--- config.mk ---
export PLATFORM = sky130hd
export DESIGN_NAME = fetch_sequencer
export DESIGN_NICKNAME = d
export VERILOG_FILES = /design/src/rtl/fetch_sequencer.sv
export SDC_FILE = /design/constraint.sdc
export NUM_CORES = 1
export LEC_CHECK = 0
export CAP_MARGIN = 20
export CORE_UTILIZATION = 43
export DETAILED_ROUTE_END_ITERATION = 8
export GPL_ROUTABILITY_DRIVEN = 1
export PLACE_DENSITY_LB_ADDON = 0.08
export RECOVER_POWER = 100
export SLEW_MARGIN = 30
export SYNTH_ARGS = -nofsm -noshare
export SYNTH_HDL_FRONTEND = slang
export SYNTH_SLANG_ARGS = --single-unit
--- constraint.sdc ---
create_clock -name clk -period 1.4 [get_ports clk]
set_input_delay 0.35 -clock clk [delete_from_list [all_inputs] [get_ports clk]]
set_output_delay 0.35 -clock clk [all_outputs]
set_load 0.01 [all_outputs]
--- src/rtl/fetch_sequencer.sv ---
// fetch_sequencer: handshaked fetch-stage control FSM.
// Walks PC -> MAR -> program memory -> MDR -> IR, holds the fetched
// instruction on ir_valid until decode takes it, and hands program memory
// to the loader only between fetches.
module fetch_sequencer #(
    parameter int ADDR_W     = 5,
    parameter int PM_DEPTH   = 6,
    parameter int PM_LATENCY = 1,
    parameter int CNT_W      = 8
) (
    input  logic              clk,
    input  logic              reset,
    input  logic              start,
    input  logic              halt,
    input  logic [ADDR_W-1:0] pc_addr,
    input  logic              pm_load_req,
    input  logic              ir_ready,
    output logic              pm_load_gnt,
    output logic              mar_wr,
    output logic              pm_rd,
    output logic              mdr_wr,
    output logic              mdr_rd,
    output logic              ir_wr,
    output logic              pc_inc,
    output logic              pc_clr,
    output logic              ir_valid,
    output logic              busy,
    output logic [CNT_W-1:0]  fetch_count
);

    // Encoding 3'd7 is unused; the next-state default sends it to IDLE.
    typedef enum logic [2:0] {
        IDLE  = 3'd0,
        LOAD  = 3'd1,
        ADDR  = 3'd2,
        MEM   = 3'd3,
        MDR   = 3'd4,
        IR    = 3'd5,
        VALID = 3'd6
    } state_t;

    // Last MEM cycle index; lat_cnt is wide enough for PM_LATENCY up to 7.
    localparam logic [2:0]        LAT_LAST = 3'(PM_LATENCY - 1);
    // PC value after which the next fetch must wrap the PC to zero.
    localparam logic [ADDR_W-1:0] PC_LAST  = ADDR_W'(PM_DEPTH - 1);

    state_t     state;
    state_t     state_next;
    logic       run;
    logic       run_next;
    logic [2:0] lat_cnt;

    // halt beats start when both arrive together.
    always_comb begin
        run_next = run;
        if (halt)
            run_next = 1'b0;
        else if (start)
            run_next = 1'b1;
    end

    // State, run flag, memory-latency counter and completed-fetch counter.
    always_ff @(posedge clk or negedge reset) begin
        if (!reset) begin
            state       <= IDLE;
            run         <= 1'b0;
            lat_cnt     <= 3'd0;
            fetch_count <= '0;
        end else begin
            state <= state_next;
            run   <= run_next;
            if (state == ADDR)
                lat_cnt <= 3'd0;
            else if (state == MEM)
                lat_cnt <= lat_cnt + 3'd1;
            if (state == VALID && ir_ready)
                fetch_count <= fetch_count + 1'b1;
        end
    end

    // Next-state decode; run_next lets a start/halt arriving this cycle
    // take effect at the IDLE and VALID decision points.
    always_comb begin
        state_next = IDLE;
        case (state)
            IDLE: begin
                if (pm_load_req)
                    state_next = LOAD;
                else if (run_next)
                    state_next = ADDR;
                else
                    state_next = IDLE;
            end
            LOAD:  state_next = pm_load_req ? LOAD : IDLE;
            ADDR:  state_next = MEM;
            MEM:   state_next = (lat_cnt == LAT_LAST) ? MDR : MEM;
            MDR:   state_next = IR;
            IR:    state_next = VALID;
            VALID: begin
                if (!ir_ready)
                    state_next = VALID;
                else if (pm_load_req || !run_next)
                    state_next = IDLE;
                else
                    state_next = ADDR;
            end
            default: state_next = IDLE;
        endcase
    end

    // Moore strobes decoded purely from the state register, so an async
    // reset drops every strobe in the same instant it clears the state.
    always_comb begin
        pm_load_gnt = 1'b0;
        mar_wr      = 1'b0;
        pm_rd       = 1'b0;
        mdr_wr      = 1'b0;
        mdr_rd      = 1'b0;
        ir_wr       = 1'b0;
        pc_inc      = 1'b0;
        pc_clr      = 1'b0;
        ir_valid    = 1'b0;
        busy        = (state != IDLE);
        case (state)
            LOAD:  pm_load_gnt = 1'b1;
            ADDR:  mar_wr      = 1'b1;
            MEM:   pm_rd       = 1'b1;
            MDR:   mdr_wr      = 1'b1;
            IR: begin
                mdr_rd = 1'b1;
                ir_wr  = 1'b1;
                if (pc_addr == PC_LAST)
                    pc_clr = 1'b1;
                else
                    pc_inc = 1'b1;
            end
            VALID: ir_valid = 1'b1;
            default: ;
        endcase
    end

endmodule

==> results of run 1 <==
==> final cells by class <==
class / count / area, µm²
Multi-Input combinational cell: 57 / 448
Inverter: 3 / 13.8
Fill cell: 127 / 385
Tap cell: 25 / 31.3
Clock buffer: 4 / 26.3
Timing Repair Buffer: 56 / 464
Sequential cell: 15 / 377
==> power groups by stage <==
stage	logic [mW]	registers, mW	clock network, mW
after floorplan	0.489	0.629	0
after global placement	0.892	0.635	0
after detailed placement	0.907	0.638	0
after CTS	1.05	0.624	0.253
after global routing	1.28	0.661	0.278
final	1.18	0.646	0.252
==> final timing paths <==
check                               start        endpoint  cells past startpoint
setup / recovery                 state[2]            busy                      3
max in group asynchronous           reset        state[0]                      2
min in group asynchronous           reset  fetch_count[2]                      2
hold / removal             fetch_count[7]  fetch_count[7]                      1
setup reg to reg                 state[2]  fetch_count[1]                      5
hold reg to reg            fetch_count[7]  fetch_count[7]                      1
==> per-stage QoR <==
stage	utilization (%)	total power, mW	instance area, µm²	cells
after floorplan	-	1.12	811	80
after global placement	68.0	1.53	1190	141
after detailed placement	68.0	1.55	1190	141
after CTS	72.9	1.93	1270	157
after global routing	77.9	2.22	1360	160
final	77.9	2.07	1360	160
==> metal layers <==
layer | GRT usage, % | vias to the layer above | share of wire, %
li1 | - | 381 | -
met1 | 23.8 | 390 | 41
met2 | 37.1 | 25 | 54
met3 | 3.57 | 2 | 4.2
met4 | 10.9 | 0 | 0.54
met5 | 0 | - | 0
==> critical path: stages (launching register included) <==
cell,delay (ns)
sky130_fd_sc_hd__dfrtp_1,0.40
sky130_fd_sc_hd__buf_6,0.13
sky130_fd_sc_hd__or3_1,0.33
sky130_fd_sc_hd__buf_2,0.14
==> registers in the layout, summed over array words and instances (netlist names) <==
name,count
fetch_count,8
lat_cnt,3
run,1
state,3
==> layout by cell type, fill, tap and decap left out, drive strengths merged, types with 2 or more instances in the layout <==
cell / n
clkbuf: 6
nand2: 6
dlygate4sd2: 11
mux2: 2
dlygate4sd3: 2
ha: 3
nor2b: 3
xnor2: 6
buf: 36
and2: 3
nand2b: 5
inv: 3
clkdlybuf4s50: 4
nand4: 3
and3: 4
dfrtp: 15
o21ai: 5
nor2: 5
==> cells by family after synthesis <==
family | after synthesis
AOI/OAI and AO/OA | 9
muxes | 2
xor gates and xnor gates | 7
DFF | 15
adders and majority gates | 3
buffers and inverters | 8
and+or+nand+nor | 36
==> timing repair <==
item	CTS	global route
endpoints found under the hold margin	0	0
gates resized for setup	63	17
hold buffers	0	0
endpoints found under the setup margin	23	16
pin swaps	4	5
buffers inserted	12	3
==> impl_results.md, run 1 <==
- Outcome: complete, but fails checks
- Violated checks: setup timing
- Count of routing violations after the opening detailed-route iteration: 14
- Total net switching power: approximately 740 µW
- Most used flip-flop cell after synthesis: sky130_fd_sc_hd__dfrtp_1
- Via-per-instance ratio: 4.99
- Number of synthesized flops with an enable pin: 0
- Area share of and/or/nand/nor cells after synthesis: roughly 26%
- Max-slew violation count: 0
- Proportion of netlist area held by the largest area contributor: a little under half
- YS warnings: 0
- Hold/Removal Path Class: reg -> reg
- Number of nets with antenna violations after detailed routing: 0
- Cell types occupying the most area after synthesis: sky130_fd_sc_hd__dfrtp_1 (46%), sky130_fd_sc_hd__xnor2_1 (6.5%), sky130_fd_sc_hd__ha_1 (4.6%)
- Most frequent cell after synthesis: sky130_fd_sc_hd__dfrtp_1
- Wire length of the first global-routing pass: around 3000 µm
- Max IR drop VDD: between 0.001 and 0.0015 V
- Clock skew: about 0.0044 ns
- CTS Root Buffer Type: sky130_fd_sc_hd__clkbuf_4
- Final setup violation count: 16
- Largest fanout on the critical path: 6
- Total routing usage reported by global routing: a little over a fifth
- Arrival time at the worst endpoint: between 1 and 1.5 ns
- Antenna diode count: 0
- Summed instance area of the synthesized netlist: about 810 µm²
- Achievable Freq: about 610 MHz
- Pre-antenna DRT Iters: 4
- Aggregate global routing overflow: 0
- Number of buffers added on ports: 28
- Io pins: 29
- Largest net degree at the start of global routing: 16
- Fraction of power consumed by sequential logic: a little under a third
- Share of the yosys chip area belonging to registers: 46.3%
- Syn Inst Count: 80
- Horizontal extent of the die: between 40 and 50 µm
- DIE HEIGHT: around 45 µm
- Switching part of the total power: 35.8%
- Latest clock arrival within the worst-skew pair: approximately 0.28 ns
- WL final: 2020 µm
- Proportion of power drawn by the clock network: 12.1%
- Crit. End Element: output port
- Setup repair after global routing missed its margin: yes
- Area share of fa/ha/maj cells after synthesis: around 4.6%
- Site row count: 15
- Clock Sinks: 15
- Nets in the synthesized netlist: 94
- Post-route fraction of the period consumed by the critical path: 117%
- Synth cell count leaders: sky130_fd_sc_hd__dfrtp_1 (15), sky130_fd_sc_hd__nand2_1 (6), sky130_fd_sc_hd__xnor2_1 (6)
- Library cells used by synthesis: 30
- Slew at the pin closest to its max-slew limit: approximately 0.81 ns
- Combinational family with the most area after synthesis: simple AND/OR/NAND/NOR gates
- Post-detailed-placement half-perimeter wirelength: approximately 1200 µm
- Library cell with the largest summed area after synthesis: sky130_fd_sc_hd__dfrtp_1
- Synth-to-layout area growth: 67.7%
- Number of global-route vias before repair: around 740
- Average detailed-routed wire length per instance: between 10 and 15 µm
- Part of the power in combinational logic: 56.7%
- Tightest slew margin relative to the limit: 46.2%
- Total internal power: ~1.3 mW
- Net count of the finished layout: 150
- Type of origin of the critical path: register
- H-tree depth: 1
- Overall via count from detail_route: 798
- CTS Buffer Depth: 2
- Starting Density: between 40% and 50%
- Layout cell share with drive strength beyond 1: a little over 40%
- Total die area: a little over 0.002 mm²
- Share of flip-flops with an asynchronous set or reset after synthesis: 100%
- Worst-path clk slew: 0.09 ns
- Total clock buffers created by CTS: 3
- Worst hold-check slack: between 0.4 and 0.5 ns
- Core box area: 0.00175 mm²
- Ratio of total power to cell area: about 1500 mW/mm²
- Worst Slack Setup Final: -0.244 ns
- Initial antenna violation count: 0
- Minimum clock period: between 1.5 and 2 ns
- CTS tree: built
- DRC errors left: 0
- Leakage power: 0.740 nW
- Synthesized-area fraction occupied by ao, oa, aoi and oai cells: under 10%
- GPL Wtd Cong: roughly 0.73
- Synth Area in XOR/XNOR: between 7 and 8%
- Reg-to-reg setup timing slack: -0.08 ns
- Number of violations of the max-capacitance limit: 0
- Required time at the worst-slack endpoint: between 1 and 1.5 ns
- Setup slack after placement: -0.690 ns
- Post-Syn Area per Cell: slightly above 10 µm²
- Total negative slack for setup checks: -2.23 ns
- Share of synthesized area spent on multiplexers: under 10%
- Hold Vio Cnt, Final: 0
- Category of the most critical setup path: reg -> out
- Number of synthesized register bits: 15
No activity file was read; power rests on OpenSTA's default activity.
==> run 2, diff against run 1 <==
Settings changed: PLACE_DENSITY set to 0.85, PLACE_DENSITY_LB_ADDON 0.08 to not set.
==> impl_results.md, run 2 (synthesis results as in run 1) <==
- Outcome: complete, but fails checks
- Violated checks: setup timing
- Max-slew violation count: 0 (unchanged)
- GPL Wtd Cong: 0.834 (+15%)
- Crit. End Element: output port
- Design Power: 1.91 mW (-8.0%)
- Register with the most flip-flops: fetch_count
- Max IR drop VDD: 0.00111 V (-3.4%)
- Detailed route wirelength on metal3: 100 µm (+18%)
- Registers with the most flip-flops: fetch_count: 8 flops, lat_cnt: 3 flops, state: 3 flops
- Horizontal extent of the die: 45.4 µm (unchanged)
- Pre-antenna DRT Iters: 4 (unchanged)
- H-tree depth: 1 (unchanged)
- Required time at the worst-slack endpoint: 1.05 ns (about the same)
- Startpoint of the lowest-slack register-to-register path: state[0]
- Proportion of power drawn by the clock network: 12.7% (+0.6 points)
- Number of buffers added on ports: 28 (unchanged)
- Worst-path clk slew: 0.09 ns (about the same)
- Count of routing violations after the opening detailed-route iteration: 10 (-4)
- Achievable Freq: 598 MHz (-1.6%)
- Leakage power: 0.666 nW (-10%)
- Wire length of the first global-routing pass: 2990 µm (-0.93%)
- Most common cell after layout, fill and taps aside: sky130_fd_sc_hd__buf_4
- Hold/Removal Path Class: reg -> reg
- Highest layer used for signal routing: met4
- Commonest cells after routing, fill and taps aside: sky130_fd_sc_hd__buf_4 (18), sky130_fd_sc_hd__dfrtp_1 (15), sky130_fd_sc_hd__dlygate4sd2_1 (12), sky130_fd_sc_hd__buf_2 (9)
- DRC errors left: 0 (unchanged)
- Filler cell count in the final layout: 138 (+8.7%)
- Min-delay src: fetch_count[7]
- Met2 routed WL: 933 µm (-15%)
- Beginning of the critical path: state[1]
- Hold buffers post-CTS: 0 (unchanged)
- Critical-path top delay cell: sky130_fd_sc_hd__dfrtp_1
- Io pins: 29 (unchanged)
- Final setup violation count: 14 (-2)
- Ratio of total power to cell area: 1510 mW/mm² (-0.91%)
- Switching part of the total power: 35.2% (-0.62 points)
- Layout cell share with drive strength beyond 1: 33.1% (-7.7 points)
- Tightest slew margin relative to the limit: 46.6% (+0.46 points)
- WL final: 1820 µm (-10%)
- Total clock buffers created by CTS: 3 (unchanged)
- Site row count: 15 (unchanged)
- CTS tree: built
- Max FFs per register: 8 (unchanged)
- Category of the most critical setup path: reg -> out
- Post-route fraction of the period consumed by the critical path: 119% (+1.9 points)
- Part of the power in combinational logic: 54.8% (-1.9 points)
- Clock Sinks: 15 (unchanged)
- Synth-to-layout area growth: 55.7%
- Initial antenna violation count: 0 (unchanged)
- Cells traversed along the worst timing path: buf_6 > or3_1 > buf_2
- Final core utilization: 72.3% (-5.6 points)
- Worst Slack Setup Final: -0.271 ns (-0.0265 ns)
- Type of origin of the critical path: register
- Number of global-route vias before repair: 718 (-3.2%)
- Largest net degree at the start of global routing: 16 (unchanged)
- Total internal power: 1.24 mW (-7.1%)
- Crit path buf inv count: 2 (unchanged)
- Critical path's largest stage delay: 0.42 ns (+0.02 ns)
- Antenna diode count: 0 (unchanged)
- Hold Vio Cnt, Final: 0 (unchanged)
- Total die area: 0.00206 mm² (unchanged)
- Setup repair after global routing missed its margin: yes
- Total routing usage reported by global routing: 20.4% (-0.57 points)
- Arrival time at the worst endpoint: 1.32 ns (+0.03 ns)
- Post-detailed-placement half-perimeter wirelength: 1330 µm (+9.3%)
- Aggregate global routing overflow: 0 (unchanged)
- Category of cells accounting for the largest share of critical-path delay: flip-flops
- Overall via count from detail_route: 762 (-4.5%)
- Fraction of power consumed by sequential logic: 32.5% (+1.4 points)
- Post-Layout Inst Area: 0.00126 mm² (-7.2%)
- Minimum clock period: 1.67 ns (+0.0265 ns)
- Number of nets with antenna violations after detailed routing: 0 (unchanged)
- Total net switching power: 672 µW (-9.6%)
- DIE HEIGHT: 45.4 µm (unchanged)
- CTS Buffer Depth: 2 (unchanged)
- Average detailed-routed wire length per instance: 11.7 µm (-7.3%)
- Via-per-instance ratio: 4.92 (-1.4%)
- Number of violations of the max-capacitance limit: 0 (unchanged)
- Slew at the pin closest to its max-slew limit: 0.801 ns (-0.00687 ns)
- Area after detailed placement: 0.00120 mm² (+1.3%)
- CTS Root Buffer Type: sky130_fd_sc_hd__clkbuf_4
- Starting Density: 46.5% (unchanged)
- Latest clock arrival within the worst-skew pair: 0.28 ns (about the same)
- Clock skew: 0.00235 ns (-0.00206 ns)
- Largest fanout on the critical path: 5 (-1)
- Post-Route M1 WL: 752 µm (-9.5%)
- Net count of the finished layout: 145 (-3.3%)
- Core box area: 0.00175 mm² (unchanged)
==> run 2: worst paths after layout <==
path                                   to  slack, ns  cells after the start
setup / recovery                     busy      -0.27                      3
hold / removal             fetch_count[7]       0.47                      1
setup reg to reg           fetch_count[1]      -0.06                      5
hold reg to reg            fetch_count[7]       0.47                      1
max in group asynchronous  fetch_count[6]       0.24                      2
min in group asynchronous  fetch_count[0]       0.67                      2
==> run 2: layout make-up <==
type | count | area, µm² | area share (%)
Clock buffer | 4 | 26.3 | 2.08
Inverter | 3 | 11.3 | 0.892
Multi-Input combinational cell | 57 | 413 | 32.7
Sequential cell | 15 | 375 | 29.7
Tap cell | 25 | 31.3 | 2.48
Timing Repair Buffer | 51 | 405 | 32.1
==> run 2: power by group through the flow <==
| stage | clock network, mW | registers (mW) | logic [mW] |
|---|---|---|---|
| 2_1_floorplan | 0 | 0.629 | 0.489 |
| 3_3_place_gp | 0 | 0.637 | 0.917 |
| 3_5_place_dp | 0 | 0.642 | 0.949 |
| 4_1_cts | 0.250 | 0.611 | 1.01 |
| 5_1_grt | 0.273 | 0.631 | 1.16 |
| 6_report | 0.242 | 0.619 | 1.05 |
==> run 2: routing by layer <==
layer	vias up	track usage, %
met2	29	37.4
met4	0	9.09
li1	372	-
met5	-	0
met3	4	3.57
met1	357	22.6
==> run 2: repair_timing <==
action                                  CTS  global route
gates cloned                              0             0
setup buffers                             7             1
endpoints found under the setup margin   21            18
pin swaps                                 7             4
gates resized for setup                  58             4
==> run 2: worst reg2reg max path, cell delays in order (launching register included) <==
cell                      delay [ns]
sky130_fd_sc_hd__dfrtp_1        0.39
sky130_fd_sc_hd__buf_4          0.16
sky130_fd_sc_hd__buf_6          0.13
sky130_fd_sc_hd__and4b_1        0.28
sky130_fd_sc_hd__buf_4          0.12
sky130_fd_sc_hd__mux2_4         0.29
==> run 2: through the flow <==
| step | setup TNS, ns | std cells | hold slack (ns) | setup WS [ns] |
|---|---|---|---|---|
| 3_5_place_dp | -4.93 | 143 | 0.462 | -0.699 |
| 5_1_grt | -2.98 | 155 | 0.497 | -0.322 |
| 2_1_floorplan | 0 | 80 | 0.0544 | 0.0640 |
| 3_3_place_gp | -4.46 | 143 | 0.461 | -0.637 |
| 4_1_cts | -2.08 | 154 | 0.380 | -0.260 |
| 6_report | -2.15 | 155 | 0.465 | -0.271 |
